File: config.mk
export PLATFORM = sky130hd
export DESIGN_NAME = reset_sequencer
export DESIGN_NICKNAME = d
export VERILOG_FILES = /design/src/rtl/reset_sequencer_pkg.sv /design/src/rtl/reset_sequencer_sync_debounce.sv /design/src/rtl/reset_sequencer.sv
export SDC_FILE = /design/constraint.sdc
export NUM_CORES = 1
export LEC_CHECK = 0
export BUFFER_PORTS_ARGS = -buffer_cell sky130_fd_sc_hd__buf_2
export CELL_PAD_IN_SITES_DETAIL_PLACEMENT = 1
export CELL_PAD_IN_SITES_GLOBAL_PLACEMENT = 1
export CORE_MARGIN = 2
export CORE_UTILIZATION = 48
export DETAILED_ROUTE_END_ITERATION = 8
export PLACE_DENSITY = 0.83
export SLEW_MARGIN = 20
export SYNTH_ARGS = -nofsm -noshare
export SYNTH_HDL_FRONTEND = slang
export SYNTH_SLANG_ARGS = --single-unit
File: constraint.sdc
create_clock -name clk -period 3.3 [get_ports clk]
set_input_delay 0.66 -clock clk [delete_from_list [all_inputs] [get_ports clk]]
set_output_delay 0.66 -clock clk [all_outputs]
set_load 0.01 [all_outputs]
File: src/rtl/reset_sequencer_pkg.sv
// rtl/reset_sequencer_pkg.sv - shared types, constants and helpers for the reset sequencer
package reset_sequencer_pkg;

  localparam int COUNT_WIDTH = 8;

  typedef enum logic [1:0] {
    HOLD  = 2'd0,
    COUNT = 2'd1,
    RUN   = 2'd2
  } state_t;

  // Width of a counter that must hold values 0..max_val; never narrower than one bit.
  function automatic int cnt_width(input int max_val);
    return (max_val < 1) ? 1 : $clog2(max_val + 1);
  endfunction

  function automatic logic [COUNT_WIDTH-1:0] sat_inc(input logic [COUNT_WIDTH-1:0] v);
    return (v == {COUNT_WIDTH{1'b1}}) ? v : v + 1'b1;
  endfunction

endpackage

File: src/rtl/reset_sequencer_sync_debounce.sv
// rtl/reset_sequencer_sync_debounce.sv - input synchronizer chain followed by a stable-count debouncer
module sync_debounce
  import reset_sequencer_pkg::*;
#(
  parameter int SYNC_STAGES     = 2,
  parameter int DEBOUNCE_CYCLES = 650_000
) (
  input  logic clk,
  input  logic rst,
  input  logic din,
  output logic dout
);

  localparam int             DW      = cnt_width(DEBOUNCE_CYCLES - 1);
  localparam logic [DW-1:0]  DB_LAST = DW'(DEBOUNCE_CYCLES - 1);

  logic [SYNC_STAGES-1:0] sync_q;
  logic                   din_s;
  logic                   dout_q, dout_d;
  logic [DW-1:0]          db_cnt_q, db_cnt_d;

  assign din_s = sync_q[SYNC_STAGES-1];
  assign dout  = dout_q;

  // Counter only advances while the synchronized input disagrees with the accepted value.
  always_comb begin
    dout_d   = dout_q;
    db_cnt_d = '0;
    if (din_s != dout_q) begin
      if (db_cnt_q == DB_LAST) begin
        dout_d = din_s;
      end else begin
        db_cnt_d = db_cnt_q + 1'b1;
      end
    end
  end

  always_ff @(posedge clk) begin
    if (rst) begin
      sync_q   <= '0;
      dout_q   <= 1'b0;
      db_cnt_q <= '0;
    end else begin
      sync_q   <= {sync_q[SYNC_STAGES-2:0], din};
      dout_q   <= dout_d;
      db_cnt_q <= db_cnt_d;
    end
  end

endmodule

File: src/rtl/reset_sequencer.sv
// rtl/reset_sequencer.sv - turns button and PLL-locked inputs into a clean, held, active-low SoC reset
module reset_sequencer
  import reset_sequencer_pkg::*;
#(
  parameter int CLOCK_FREQ      = 65_000_000,
  parameter int SYNC_STAGES     = 2,
  parameter int DEBOUNCE_CYCLES = 650_000,
  parameter int HOLD_CYCLES     = 1024
) (
  input  logic                   clk,
  input  logic                   rst,
  input  logic                   button_n_i,
  input  logic                   locked_i,
  output logic                   soc_rst_n_o,
  output logic                   reset_active_o,
  output logic [COUNT_WIDTH-1:0] reset_count_o
);

  localparam int            HW        = cnt_width(HOLD_CYCLES - 1);
  localparam logic [HW-1:0] HOLD_LAST = HW'(HOLD_CYCLES - 1);

  // Empty marker block: a non-positive clock frequency is a configuration error.
  if (CLOCK_FREQ < 1) begin : g_invalid_clock_freq
  end

  logic [SYNC_STAGES-1:0]  lock_sync_q;
  logic                    lock_s;
  logic                    btn_db;
  logic                    release_ok;
  state_t                  state_q, state_d;
  logic [HW-1:0]           hold_cnt_q, hold_cnt_d;
  logic [COUNT_WIDTH-1:0]  rst_cnt_q, rst_cnt_d;
  logic                    soc_rst_n_q;
  logic                    reset_active_q;

  sync_debounce #(
    .SYNC_STAGES     (SYNC_STAGES),
    .DEBOUNCE_CYCLES (DEBOUNCE_CYCLES)
  ) u_btn_sync_debounce (
    .clk  (clk),
    .rst  (rst),
    .din  (button_n_i),
    .dout (btn_db)
  );

  assign lock_s     = lock_sync_q[SYNC_STAGES-1];
  assign release_ok = lock_s & btn_db;

  always_comb begin
    state_d    = state_q;
    hold_cnt_d = '0;
    rst_cnt_d  = rst_cnt_q;
    case (state_q)
      HOLD: begin
        if (release_ok) state_d = COUNT;
      end
      COUNT: begin
        // Losing lock or button wins over hold completion.
        if (!release_ok) begin
          state_d = HOLD;
        end else if (hold_cnt_q == HOLD_LAST) begin
          state_d = RUN;
        end else begin
          hold_cnt_d = hold_cnt_q + 1'b1;
        end
      end
      RUN: begin
        if (!release_ok) begin
          state_d   = HOLD;
          rst_cnt_d = sat_inc(rst_cnt_q);
        end
      end
      default: state_d = HOLD;
    endcase
  end

  always_ff @(posedge clk) begin
    if (rst) begin
      lock_sync_q    <= '0;
      state_q        <= HOLD;
      hold_cnt_q     <= '0;
      rst_cnt_q      <= '0;
      soc_rst_n_q    <= 1'b0;
      reset_active_q <= 1'b1;
    end else begin
      lock_sync_q    <= {lock_sync_q[SYNC_STAGES-2:0], locked_i};
      state_q        <= state_d;
      hold_cnt_q     <= hold_cnt_d;
      rst_cnt_q      <= rst_cnt_d;
      soc_rst_n_q    <= (state_d == RUN);
      reset_active_q <= (state_d != RUN);
    end
  end

  assign soc_rst_n_o    = soc_rst_n_q;
  assign reset_active_o = reset_active_q;
  assign reset_count_o  = rst_cnt_q;

endmodule
==> out/results.ini <==
[status]
status = complete, no violations

[min_path]
hp-class = register to register
hp-start = u_btn_sync_debounce.sync_q[0]$_SDFF_PP0_
hold_depth = 1
holdPathEnd = u_btn_sync_debounce.sync_q[1]$_SDFF_PP0_

[finish]
diodes = 0
drive_gt1_share_pct = 10.7
area_delta_synth_final_pct = 9.29
fillers = 503
nets = 251

[grt]
grt.total_usage_pct = 19.5
overflow = 0
grt_max_degree = 20
grt_pass1_wl_mm = 7.60
grt_pass1_vias = 1639
antenna_found_initial = 0

[die]
die_height_um = 69.1
io_pins = 14
rows = 23
core_mm2 = 0.00403
design.die.area_mm2 = 0.00477
die_x_um = 69.1
start_util_pct = 50.5

[placed_design]
hpwl_mm = 2.94
port_buffers = 13
place_congestion = 0.716

[sta]
hold_ws_ps = 445
fmax_ghz = 0.515
fin_crit_sh_pct = 58.8
worst_pin_slew_ps = 787
max-slew-margin-rel_pct = 47.5
final-setup-viol-count = 0
rsz0062_at_grt = no
final_max_slew_viol_count = 0
setup_tns_ps = 0
min_period_ps = 1940
final-hold-violation-count = 0
skew_ps = 5.83

[clock_tree]
cts_tree = built
cts_buffer_depth = 2
cts_hold_buf = 0
clockRootBuffer = clkbuf_8
path_clk_slew_ps = 80
htree_levels = 2
cts_buffers = 5
insertion_delay_ps = 300
cts_resized = 0
clock_sink_count = 47
cts_setup_buffers = 0

[worst_setup_path]
rr_startpoint = u_btn_sync_debounce.db_cnt_q[5]$_SDFF_PP0_
slowest_stage = o21ai_2
cpLargestDelayFamily = simple AND/OR/NAND/NOR gates
critPathArrivalTime_ps = 2100
crit_path_start_kind = register
rr_worst_depth = 4
critPathBufInv = 0
r2r_slack_ps = 1360
path_cells = nor4b_1 > nand4_1 > o21ai_2 > nor2_1
r2r_end = u_btn_sync_debounce.db_cnt_q[12]$_SDFF_PP0_
end_kind = register
cp_slowest_stage_delay_ps = 670
worst_ep_required_time_ps = 3460
cp_max_fo = 18
path_class = register to register

[route]
detail-route-antenna-nets = 0
drt_wl_total_mm = 4.28
drt-vias-per-instance = 5.59
first_pass_iters = 4
vias = 1644
drtIter0Drc = 67
wire_per_inst_um = 14.6
drc_errors = 0

[synthesis]
synth_nets = 237
synth_area_per_cell_um2 = 8.84
yosysMostFrequentCell = dfxtp_1
synth_edf_count = 0
synthArstFlopShare_pct = 0
synth_cell_types = 38
synthFlopType = dfxtp_1
synth_warnings = 0
netlist_top_cells_area = dfxtp_1, nor2_1, xnor2_1
synthesis.area_mm2 = 0.00203
synth-seq-cells = 47
synthCells = 230
synth_top_area_share_pct = 46.3
yosysTopAreaCell = dfxtp_1
seq_area_frac_synth_pct = 46.3
synthTopCellsByCount = dfxtp_1, nor2_1, xnor2_1, nand2_1, nand3_1

[power_and_ir_drop]
ir_worst_vdd_mv = 0.173
pwr_density_cell_mw_per_mm2 = 418
p_leak_nw = 0.719

[run]
maxCapViolCount = 0

==> cells by family (layout without fill, tap and decap cells) <==
family | count (synthesis) | count (layout) | share of synthesized area [%]
and+or+nand+nor | 113 | 113 | 29.1
DFF | 47 | 47 | 46.3
AOI/OAI and AO/OA | 27 | 27 | 8.62
xor gates and xnor gates | 23 | 23 | 9.91
buffers and inverters | 14 | 28 | 2.77
adders and majority gates | 3 | 3 | 1.85
muxes | 3 | 3 | 1.48
==> layout make-up <==
type                    count  area (µm²)  share of cell area (%)
repair buffers             13        65.1                    2.93
well taps                  50        62.6                    2.82
clock inverters             1        5.00                   0.225
inverters                   8        30.0                    1.35
clock buffers               6        82.6                    3.72
flip-flops and latches     47         941                    42.3
multi-input cells         169        1040                    46.6
==> layout by cell type (no fill, tap or decap), types with 7 or more instances in the layout <==
| cell type | n |
|---|---|
| inv_1 | 8 |
| buf_2 | 13 |
| nand3_1 | 11 |
| xnor2_1 | 15 |
| nand2_1 | 13 |
| dfxtp_1 | 47 |
| a21oi_1 | 8 |
| xor2_1 | 8 |
| nor2_1 | 36 |
| nand4_1 | 9 |
| nor3_1 | 7 |
==> stage by stage <==
step           utilization, %  std cells  cell area (µm²)  power, mW  setup WS, ps
3_3_place_gp             53.0        287             2130      0.594          1480
2_1_floorplan               -        230             2030      0.591          1660
5_1_grt                  55.2        294             2220      0.962          1180
6_report                 55.2        294             2220      0.929          1360
3_5_place_dp             53.0        287             2130      0.595          1360
4_1_cts                  55.2        294             2220      0.939          1340
==> metal layers <==
| metal | routed length, µm | vias up | track usage [%] |
|---|---|---|---|
| li1 | - | 827 | - |
| met1 | 2090 | 791 | 25.5 |
| met2 | 2000 | 19 | 30.4 |
| met3 | 112 | 7 | 4.97 |
| met4 | 78 | 0 | 8.28 |
| met5 | 0 | - | 0 |
==> worst max-delay path by stage <==
| stage | depth (start not counted) | slack, ps | end | startpoint |
|---|---|---|---|---|
| after global placement | 4 | 1480 | hold_cnt_q[3]$_SDFF_PP0_ | rst |
| after CTS | 4 | 1340 | u_btn_sync_debounce.db_cnt_q[14]$_SDFF_PP0_ | u_btn_sync_debounce.db_cnt_q[5]$_SDFF_PP0_ |
| after global routing | 4 | 1180 | u_btn_sync_debounce.db_cnt_q[12]$_SDFF_PP0_ | u_btn_sync_debounce.db_cnt_q[5]$_SDFF_PP0_ |
| after floorplan | 4 | 1660 | hold_cnt_q[2]$_SDFF_PP0_ | rst |
| final | 4 | 1360 | u_btn_sync_debounce.db_cnt_q[12]$_SDFF_PP0_ | u_btn_sync_debounce.db_cnt_q[5]$_SDFF_PP0_ |
| after detailed placement | 4 | 1360 | u_btn_sync_debounce.db_cnt_q[0]$_SDFF_PP0_ | u_btn_sync_debounce.db_cnt_q[5]$_SDFF_PP0_ |
==> flip-flops by register name, summed over array words and instances (netlist names) <==
register	count
state_q	2
hold_cnt_q	10
soc_rst_n_o	1
u_btn_sync_debounce.dout	1
u_btn_sync_debounce.db_cnt_q	20
reset_active_o	1
lock_sync_q	2
u_btn_sync_debounce.sync_q	2
reset_count_o	8
==> report_power, final <==
part | switching (mW) | total [mW] | internal [mW]
registers | 0.00130 | 0.570 | 0.569
logic | 0.00690 | 0.0103 | 0.00343
clock network | 0.184 | 0.348 | 0.165
Power figures use the tool's default switching activity.
